### config.mk
export PLATFORM = sky130hd
export DESIGN_NAME = router_pkt_fifo_flat
export DESIGN_NICKNAME = d
export VERILOG_FILES = /design/src/rtl/router_pkg.sv /design/src/rtl/router_pkt_fifo_if.sv /design/src/rtl/router_pkt_counter.sv /design/src/rtl/router_pkt_fifo.sv /design/src/flat_wrapper.sv
export SDC_FILE = /design/constraint.sdc
export NUM_CORES = 1
export LEC_CHECK = 0
export CORE_UTILIZATION = 65
export CTS_BUF_LIST = sky130_fd_sc_hd__clkbuf_4
export DETAILED_ROUTE_END_ITERATION = 10
export PLACE_DENSITY = 0.84
export SLEW_MARGIN = 20
export SYNTH_ARGS = -nofsm -noshare
export SYNTH_HDL_FRONTEND = slang
export SYNTH_SLANG_ARGS = --single-unit
export TNS_END_PERCENT = 30
### constraint.sdc
create_clock -name clock -period 8.78 [get_ports clock]
set_input_delay 1.756 -clock clock [delete_from_list [all_inputs] [get_ports clock]]
set_output_delay 1.756 -clock clock [all_outputs]
set_load 0.02 [all_outputs]
### src/rtl/router_pkg.sv
// Shared definitions for the router packet FIFO: header length field position,
// the stored word layout and a constant clog2 helper.
package router_pkg;

    localparam int LEN_LSB    = 2;
    localparam int PKT_DATA_W = 8;

    typedef struct packed {
        logic                  tag;
        logic [PKT_DATA_W-1:0] data;
    } fifo_word_t;

    function automatic int clog2(input int value);
        int width;
        width = 0;
        while ((1 << width) < value) width++;
        return width;
    endfunction

endpackage

### src/rtl/router_pkt_fifo_if.sv
// Handshake/data bundle between the router write stage and the channel read port.
// The level/almost_full pair exists only when ROUTER_FIFO_LEVEL_EN is defined.
interface router_pkt_fifo_if #(
    parameter int DATA_W = 8
`ifdef ROUTER_FIFO_LEVEL_EN
    , parameter int LVL_W = 5
`endif
);

    logic              write_enb;
    logic              read_enb;
    logic              lfd_state;
    logic [DATA_W-1:0] data_in;
    logic [DATA_W-1:0] data_out;
    logic              out_valid;
    logic              full;
    logic              empty;
    logic              pkt_busy;
    logic              pkt_done;
    logic              overflow_err;
`ifdef ROUTER_FIFO_LEVEL_EN
    logic [LVL_W-1:0]  level;
    logic              almost_full;
`endif

    modport master (
`ifdef ROUTER_FIFO_LEVEL_EN
        input  level,
        input  almost_full,
`endif
        output write_enb, read_enb, lfd_state, data_in,
        input  data_out, out_valid, full, empty, pkt_busy, pkt_done, overflow_err
    );

    modport slave (
`ifdef ROUTER_FIFO_LEVEL_EN
        output level,
        output almost_full,
`endif
        input  write_enb, read_enb, lfd_state, data_in,
        output data_out, out_valid, full, empty, pkt_busy, pkt_done, overflow_err
    );

endinterface

### src/rtl/router_pkt_counter.sv
// Remaining-byte tracker for the packet being read out: reloads on a header,
// counts down on payload/parity, pulses pkt_done when the parity byte leaves.
module router_pkt_counter
    import router_pkg::*;
#(
    parameter int DATA_W = 8
) (
    input  logic                      clock,
    input  logic                      resetn,
    input  logic                      soft_reset,
    input  logic                      rd_accept,
    input  logic                      rd_tag,
    input  logic [DATA_W-LEN_LSB-1:0] rd_len,
    output logic [DATA_W-2:0]         count,
    output logic                      pkt_busy,
    output logic                      pkt_done
);

    localparam int CNT_W = DATA_W - 1;

    logic [CNT_W-1:0] count_q, count_d;
    logic             done_q, done_d;

    always_comb begin
        count_d = count_q;
        done_d  = 1'b0;
        if (soft_reset) begin
            count_d = '0;
        end else if (rd_accept) begin
            // A header always reloads, even if the previous packet was cut short.
            if (rd_tag) begin
                count_d = CNT_W'(rd_len) + 1'b1;
            end else if (count_q != '0) begin
                count_d = count_q - 1'b1;
                done_d  = (count_q == CNT_W'(1));
            end
        end
    end

    always_ff @(posedge clock or negedge resetn) begin
        if (!resetn) begin
            count_q <= '0;
            done_q  <= 1'b0;
        end else begin
            count_q <= count_d;
            done_q  <= done_d;
        end
    end

    assign count    = count_q;
    assign pkt_busy = (count_q != '0);
    assign pkt_done = done_q;

endmodule

### src/rtl/router_pkt_fifo.sv
// Packet-aware output FIFO for one router destination channel.
// Define ROUTER_FIFO_LEVEL_EN to add the occupancy (level) and almost_full outputs.
module router_pkt_fifo
    import router_pkg::*;
#(
    parameter int DATA_W    = 8,
    parameter int DEPTH     = 16,
    parameter int AF_THRESH = 14
) (
    input  logic               clock,
    input  logic               resetn,
    input  logic               soft_reset,
    router_pkt_fifo_if.slave   bus
);

    localparam int AW = clog2(DEPTH);

    logic [AW:0]       wr_ptr_q, wr_ptr_d;
    logic [AW:0]       rd_ptr_q, rd_ptr_d;
    logic [DATA_W-1:0] data_out_q, data_out_d;
    logic              out_valid_q, out_valid_d;
    logic              lfd_q, lfd_d;
    logic              overflow_q, overflow_d;

    logic [DATA_W:0]   mem_q [DEPTH];
    logic [DATA_W:0]   rd_word;
    logic              full, empty;
    logic              wr_accept, rd_accept;
    logic [DATA_W-2:0] count;

    assign full      = (wr_ptr_q == {~rd_ptr_q[AW], rd_ptr_q[AW-1:0]});
    assign empty     = (wr_ptr_q == rd_ptr_q);
    assign wr_accept = bus.write_enb && !full;
    assign rd_accept = bus.read_enb && !empty;
    assign rd_word   = mem_q[rd_ptr_q[AW-1:0]];

    always_comb begin
        wr_ptr_d    = wr_ptr_q;
        rd_ptr_d    = rd_ptr_q;
        data_out_d  = data_out_q;
        out_valid_d = 1'b0;
        lfd_d       = bus.lfd_state;
        overflow_d  = overflow_q;
        if (soft_reset) begin
            wr_ptr_d   = '0;
            rd_ptr_d   = '0;
            data_out_d = '0;
            lfd_d      = 1'b0;
            overflow_d = 1'b0;
        end else begin
            if (wr_accept) wr_ptr_d = wr_ptr_q + 1'b1;
            if (bus.write_enb && full) overflow_d = 1'b1;
            if (rd_accept) begin
                rd_ptr_d    = rd_ptr_q + 1'b1;
                data_out_d  = rd_word[DATA_W-1:0];
                out_valid_d = 1'b1;
            end else if (count == '0 && empty) begin
                // Idle with nothing pending: return the bus to zero.
                data_out_d = '0;
            end
        end
    end

    always_ff @(posedge clock or negedge resetn) begin
        if (!resetn) begin
            wr_ptr_q    <= '0;
            rd_ptr_q    <= '0;
            data_out_q  <= '0;
            out_valid_q <= 1'b0;
            lfd_q       <= 1'b0;
            overflow_q  <= 1'b0;
        end else begin
            wr_ptr_q    <= wr_ptr_d;
            rd_ptr_q    <= rd_ptr_d;
            data_out_q  <= data_out_d;
            out_valid_q <= out_valid_d;
            lfd_q       <= lfd_d;
            overflow_q  <= overflow_d;
        end
    end

    // Storage is not reset; stale words become unreachable once the pointers clear.
    always_ff @(posedge clock) begin
        if (wr_accept && !soft_reset) mem_q[wr_ptr_q[AW-1:0]] <= {lfd_q, bus.data_in};
    end

    router_pkt_counter #(.DATA_W(DATA_W)) u_counter (
        .clock      (clock),
        .resetn     (resetn),
        .soft_reset (soft_reset),
        .rd_accept  (rd_accept),
        .rd_tag     (rd_word[DATA_W]),
        .rd_len     (rd_word[DATA_W-1:LEN_LSB]),
        .count      (count),
        .pkt_busy   (bus.pkt_busy),
        .pkt_done   (bus.pkt_done)
    );

    assign bus.data_out     = data_out_q;
    assign bus.out_valid    = out_valid_q;
    assign bus.full         = full;
    assign bus.empty        = empty;
    assign bus.overflow_err = overflow_q;

`ifdef ROUTER_FIFO_LEVEL_EN
    localparam logic [AW:0] AF_LVL = AF_THRESH[AW:0];
    logic [AW:0] level;
    assign level           = wr_ptr_q - rd_ptr_q;
    assign bus.level       = level;
    assign bus.almost_full = (level >= AF_LVL);
`else
    logic unused_af;
    assign unused_af = ^AF_THRESH;
`endif

endmodule

### src/flat_wrapper.sv
// flat-port wrapper written by rule: the top's interface ports become plain ports
module router_pkt_fifo_flat import router_pkg::*;
#(
    parameter int DATA_W    = 8,
    parameter int DEPTH     = 16,
    parameter int AF_THRESH = 14
)
  (clock, resetn, soft_reset, bus_write_enb, bus_read_enb, bus_lfd_state, bus_data_in, bus_data_out, bus_out_valid, bus_full, bus_empty, bus_pkt_busy, bus_pkt_done, bus_overflow_err);
  router_pkt_fifo_if #(.DATA_W(DATA_W)) bus_i ();
  input  logic clock;
  input  logic resetn;
  input  logic soft_reset;
  input wire logic [$bits(bus_i.write_enb)-1:0] bus_write_enb;
  input wire logic [$bits(bus_i.read_enb)-1:0] bus_read_enb;
  input wire logic [$bits(bus_i.lfd_state)-1:0] bus_lfd_state;
  input wire logic [$bits(bus_i.data_in)-1:0] bus_data_in;
  output wire logic [$bits(bus_i.data_out)-1:0] bus_data_out;
  output wire logic [$bits(bus_i.out_valid)-1:0] bus_out_valid;
  output wire logic [$bits(bus_i.full)-1:0] bus_full;
  output wire logic [$bits(bus_i.empty)-1:0] bus_empty;
  output wire logic [$bits(bus_i.pkt_busy)-1:0] bus_pkt_busy;
  output wire logic [$bits(bus_i.pkt_done)-1:0] bus_pkt_done;
  output wire logic [$bits(bus_i.overflow_err)-1:0] bus_overflow_err;
  assign bus_i.write_enb = bus_write_enb;
  assign bus_i.read_enb = bus_read_enb;
  assign bus_i.lfd_state = bus_lfd_state;
  assign bus_i.data_in = bus_data_in;
  assign bus_data_out = bus_i.data_out;
  assign bus_out_valid = bus_i.out_valid;
  assign bus_full = bus_i.full;
  assign bus_empty = bus_i.empty;
  assign bus_pkt_busy = bus_i.pkt_busy;
  assign bus_pkt_done = bus_i.pkt_done;
  assign bus_overflow_err = bus_i.overflow_err;
  router_pkt_fifo #(.DATA_W(DATA_W), .DEPTH(DEPTH), .AF_THRESH(AF_THRESH)) u_core (.clock(clock), .resetn(resetn), .soft_reset(soft_reset), .bus(bus_i));
endmodule
* Word-level counts from Yosys, hierarchy flattened
Memories as Yosys holds them, arrays and structs flattened. Index checks and enable logic that the tools add are counted.
Word-level totals: bits in registers 29, latch bits 0, RAM bits 144, ROM bits 0, input bits 14, output and inout bits 14, word-level logic and storage cells 55, memories 1
Operators by class: add/sub/neg operators 4, multiply operators 0, div/mod/pow operators 0, $lt $le $gt $ge 0, equality and inequality tests 3, shifts and indexed selects 0, mux-type cells 22, bitwise operators 1, reductions and logical operators 16
Memory list:
- u_core.mem_q | depth 16, width 9, read ports 1, clocked after memory_dff 0, wr ports 1, RTL line router_pkt_fifo.sv:25 | logic [DATA_W:0] mem_q [DEPTH];
Operators by type and width (number):
- 2-to-1 mux 7 bit | 4
- 2-to-1 mux 8 bit | 3
- 2-to-1 mux 5 bit | 4
- 2-to-1 mux 1 bit | 11
- adder 5 x 1 -> 5 bit (second input constant) | 2
- equality test 5 bit | 2
- adder 6 x 1 -> 7 bit (second input constant) | 1
- equality test 7 x 1 -> 1 bit (second input constant) | 1
- zero test 7 bit | 1
- nonzero test 7 bit | 1
- subtractor 7 x 1 -> 7 bit (second input constant) | 1
- nonzero test 2 bit | 3
- nonzero test 3 bit | 2
- logical AND 1 bit | 5
- zero test 1 bit | 3
- AND reduction 2 bit | 1
- inverter 1 bit | 1

* Longest topological paths before layout
depth after elaboration 7, mapped depth 9, gate-level depth less buffers 8

* Cells and area by module
From an unflattened synthesis, not the netlist that was laid out.
Second synthesis, totals: cell total of the unflattened synthesis 422, area, all modules 7337.0 um^2
Modules (own cells, without submodules):
- router_pkt_fifo | instances 1, cells each 352, area an instance 6706.4 um^2, seq. area each 4849.7 um^2
- router_pkt_counter | instances 1, cells each 70, area an instance 630.6 um^2, seq. area each 200.2 um^2

* Worst setup path after synthesis
Ideal clock, no wire load.
kind input-to-reg, from input soft_reset, to memory u_core.mem_q[12][0] (netlist name) (enable), setup time 399 ps, arrival 3186 ps, required time 8381 ps, setup slack 5195 ps, cell stages on the path 3, buffers on the path 2, cell sequence clkbuf_1 clkbuf_1 nor4_1
Between the ends: cells in the longest elaborated chain, start to end 4
RTL lines:
- start: declaration | RTL line flat_wrapper.sv:12 | input logic soft_reset;
- zero test 1 bit | RTL line router_pkt_fifo.sv:84 | if (wr_accept && !soft_reset) mem_q[wr_ptr_q[AW-1:0]] <= {lfd_q, bus.data_in};
- logical AND 1 bit | RTL line router_pkt_fifo.sv:84
- 2-to-1 mux 1 bit | RTL line router_pkt_fifo.sv:84
- 2-to-1 mux 1 bit (implied by the code) | RTL line router_pkt_fifo.sv:84
- end: declaration | RTL line router_pkt_fifo.sv:25
No other way between the ends.

* Final worst setup path
from register u_core.u_counter.count_q[3] (netlist: u_core.u_counter.count[3]), to output bus_pkt_busy
Between the ends: cells in the longest elaborated chain, start to end 1
RTL lines:
- start: declaration | RTL line router_pkt_counter.sv:21 | logic [CNT_W-1:0] count_q, count_d;
- start signal: assignment | RTL line router_pkt_counter.sv:45 | count_q <= count_d;
- nonzero test 7 bit | RTL line router_pkt_counter.sv:51 | assign pkt_busy = (count_q != '0);
- end: declaration | RTL line flat_wrapper.sv:21 | output wire logic [$bits(bus_i.pkt_busy)-1:0] bus_pkt_busy;
No other way between the ends.

==> flow_metrics.env <==
export IMPL_r2r_setup_slack_ns=5.34
export IMPL_static_leakage_power_nw=2.67
export IMPL_regToRegEndpoint="u_core.mem_q[10][5]$_DFFE_PP_"
export IMPL_netSwitchingFraction_pct=27.6
export IMPL_synthDistinctLibCells=48
export IMPL_critical_path_top_delay_family="simple AND/OR/NAND/NOR gates"
export IMPL_combined_area_of_the_multi_input_logic_cells_um2=2100
export IMPL_timing_max_cap_violations=0
export IMPL_syn_mean_instance_area_um2=18.2
export IMPL_die_x_um=107
export IMPL_first_global_vias=3891
export IMPL_antenna_violating_nets_post_route=0
export IMPL_detail_route_drc_violations=0
export IMPL_die_boundary_height_um=107
export IMPL_synth_seq_area_share_pct=69.8
export IMPL_synth_largest_type_area_fraction_pct=59.8
export IMPL_power_per_cell_area_nw_per_um2=227
export IMPL_crit_fanout=6
export IMPL_post_cts_setup_buffers=0
export IMPL_clock_path_buffers=2
export IMPL_initial_core_utilization_pct=66.7
export IMPL_drtPass1Iterations=5
export IMPL_hold_path_class="reg2reg"
export IMPL_globalRoute_totalOverflow=0
export IMPL_clk_transition_reported_paths_ns=0.12
export IMPL_cp_cell_sequence="or3_1, nor4b_2, inv_1, clkdlybuf4s50_1"
export IMPL_final_setup_skew_ns=0.0158
export IMPL_worst_ep_required_time_ns=7.02
export IMPL_power_net_switching_mw=0.499
export IMPL_clock_sinks=173
export IMPL_critical_path_startpoint_type="flip-flop"
export IMPL_grt_pass1_wl_um=22000
export IMPL_synthDominantAreaCellType="edfxtp_1"
export IMPL_final_core_utilization_pct=73.6
export IMPL_synth_flop_cell="edfxtp_1"
export IMPL_outcome="finished, final reports clean"
export IMPL_post_synth_edffs=144
export IMPL_period_needed_ns=4.72
export IMPL_sequentialPowerShare_pct=51.7
export IMPL_cts_tree="built"
export IMPL_dr_first_iter_drc_count=406
export IMPL_antennaDiodeCount=0
export IMPL_gpl_final_weighted_congestion=0.892
export IMPL_critical_path_max_stage_delay_ns=0.63
export IMPL_r2r_cells=7
export IMPL_crit_slowest_cell="nor4b_2"
export IMPL_clk_latency_ns=0.55
export IMPL_drt_wirelength_per_cell_um=25.1
export IMPL_num_vias=3969
export IMPL_place_area_um2=7680
export IMPL_min_period_over_period_pct=53.8
export IMPL_wl_met1_um=5520
export IMPL_top_signal_layer_used="met4"
export IMPL_synth_area_um2=7230
export IMPL_ctsResizeCount=0
export IMPL_worst_slew_pin_slew_ns=0.858
export IMPL_yosysMostFrequentCell="edfxtp_1"
export IMPL_clock_tree_root_cell="clkbuf_4"
export IMPL_core_region_area_um2=10800
export IMPL_slew_viol_final=0
export IMPL_die_outline_area_um2=11600
export IMPL_io_pins=28
export IMPL_grt_start_max_net_pins=41
export IMPL_hp_start="u_core.bus.overflow_err$_DFFE_PN0P_"
export IMPL_post_synth_top_cells="144 x edfxtp_1, 29 x dfrtp_1, 25 x mux4_2"
export IMPL_achievable_clock_frequency_mhz=212
export IMPL_ys_seq_elements=173
export IMPL_timing_slew_headroom_pct=42.8
export IMPL_dr_wl_met3_um=1350
export IMPL_area_growth_pct=10.4
export IMPL_worst_hold_path_num_cells=2
export IMPL_critPathKind="reg2out"
export IMPL_ff_latch_area_um2=5050
export IMPL_final_net_count=454
export IMPL_worst_ep_arrival_time_ns=2.96
export IMPL_antenna_found_initial=0
export IMPL_portBuffers=27
export IMPL_async_flop_share_pct=16.8
export IMPL_timing_final_hold_violations=0
export IMPL_r2r_start="u_core.rd_ptr_q[0]$_DFFE_PN0P_"
export IMPL_yosysWarningCount=0
export IMPL_layout_cell_area_non_filler_um2=7980
export IMPL_clockPowerShare_pct=26.2
export IMPL_postSynthCellCount=397
export IMPL_setup_violations_final=0
export IMPL_internal_power_mw=1.31
export IMPL_layout_filler_cells=638
export IMPL_path_buf_inv=2
export IMPL_cts_hold_buffers=0
export IMPL_postRouteWirelength_um=14600
export IMPL_row_count=38
export IMPL_drive_gt1_share_pct=15.6
export IMPL_vdd_drop_max_uv=200
export IMPL_detail_route_vias_per_cell=6.82
export IMPL_met2_length_um=7370
export IMPL_worstSetupEndpointType="output pin"
export IMPL_dp_final_hpwl_um=9300
export IMPL_combinational_fraction_of_design_power_pct=22.1
export IMPL_mappedNetlistNets=420
export IMPL_grt_setup_unrepaired="false"
export IMPL_cts_inserted_buffers=17
export IMPL_hold_path_endpoint="u_core.bus.overflow_err$_DFFE_PN0P_"
export IMPL_cts_max_level=4
export IMPL_grt_use_total_pct=27.8
export IMPL_setup_tns_final_ns=0
export IMPL_most_area_consuming_cells_after_synthesis="edfxtp_1 60%, dfrtp_1 10%, mux4_2 7.8%"
==> through the flow <==
stage	worst slack [ns]	instances	power, mW	hold WS (ns)
4_1_cts	4.07	582	1.81	0.521
2_1_floorplan	5.20	397	1.22	0.561
6_report	4.06	582	1.81	0.518
3_3_place_gp	4.53	552	1.33	0.484
5_1_grt	3.94	582	1.88	0.546
3_5_place_dp	4.43	552	1.34	0.489
==> power groups by stage <==
stage | Clock [mW] | Combinational, mW | Sequential [mW]
after floorplan | 0 | 0.268 | 0.957
final | 0.475 | 0.400 | 0.937
after detailed placement | 0 | 0.390 | 0.953
after global routing | 0.513 | 0.424 | 0.939
after CTS | 0.479 | 0.396 | 0.935
after global placement | 0 | 0.376 | 0.951
==> cell usage in the layout (no fill, tap or decap), drive strengths merged, types with 10 or more instances in the layout <==
cell type      instances
and2                  10
nor2                  23
dfrtp                 29
edfxtp               144
clkbuf                20
inv                   10
clkdlybuf4s50         27
mux4                  40
xnor2                 11
nand2                 12
==> routing by layer <==
layer | vias up | global-route usage (%)
met4 | 0 | 12.0
li1 | 1671 | -
met5 | - | 0
met3 | 34 | 7.69
met1 | 2012 | 36.5
met2 | 252 | 44.0
==> state kept, by name (all words and copies together) (netlist names) <==
register and count:
u_core.bus.overflow_err 1, u_core.bus.data_out 8, u_core.wr_ptr_q 5, u_core.u_counter.pkt_done 1
u_core.lfd_q 1, u_core.bus.out_valid 1, u_core.u_counter.count 7, u_core.mem_q 144
u_core.rd_ptr_q 5
==> cells by family (layout without fill, tap and decap cells) <==
group	count (synthesis)	after routing	synth area share [%]
muxes	45	45	13.9
AOI/OAI and AO/OA	47	47	4.90
xor gates and xnor gates	17	17	2.06
buffers and inverters	29	74	1.97
DFF	173	173	69.8
and+or+nand+nor	77	77	5.74
adders and majority gates	9	9	1.56
==> how the worst max path moves through the flow <==
stage,startpoint,to,slack (ns),cells past startpoint
final,u_core.u_counter.count[3]$_DFFE_PN0P_,bus_pkt_busy,4.06,4
after global routing,u_core.rd_ptr_q[0]$_DFFE_PN0P_,bus_empty,3.94,5
after CTS,u_core.u_counter.count[3]$_DFFE_PN0P_,bus_pkt_busy,4.07,4
after detailed placement,bus_write_enb,u_core.mem_q[10][7]$_DFFE_PP_,4.43,5
after global placement,bus_write_enb,u_core.mem_q[11][2]$_DFFE_PP_,4.53,5
after floorplan,soft_reset,u_core.mem_q[12][0]$_DFFE_PP_,5.20,3
==> worst register-to-register path: stages, from the launching register on <==
cell     delay (ns)
dfrtp_2        0.37
buf_4          0.57
xnor2_1        0.22
nand4_1        0.20
o21ai_0        0.11
buf_4          0.22
or4b_2         0.71
nor2_1         0.66
==> layout make-up <==
cell class / count / area share, %
Inverter: 10 / 0.470
Timing Repair Buffer: 34 / 4.04
Multi-Input combinational cell: 195 / 26.3
Clock inverter: 10 / 1.85
Clock buffer: 20 / 1.88
Sequential cell: 173 / 63.3
Tap cell: 140 / 2.19
No activity file was read; power rests on OpenSTA's default activity.
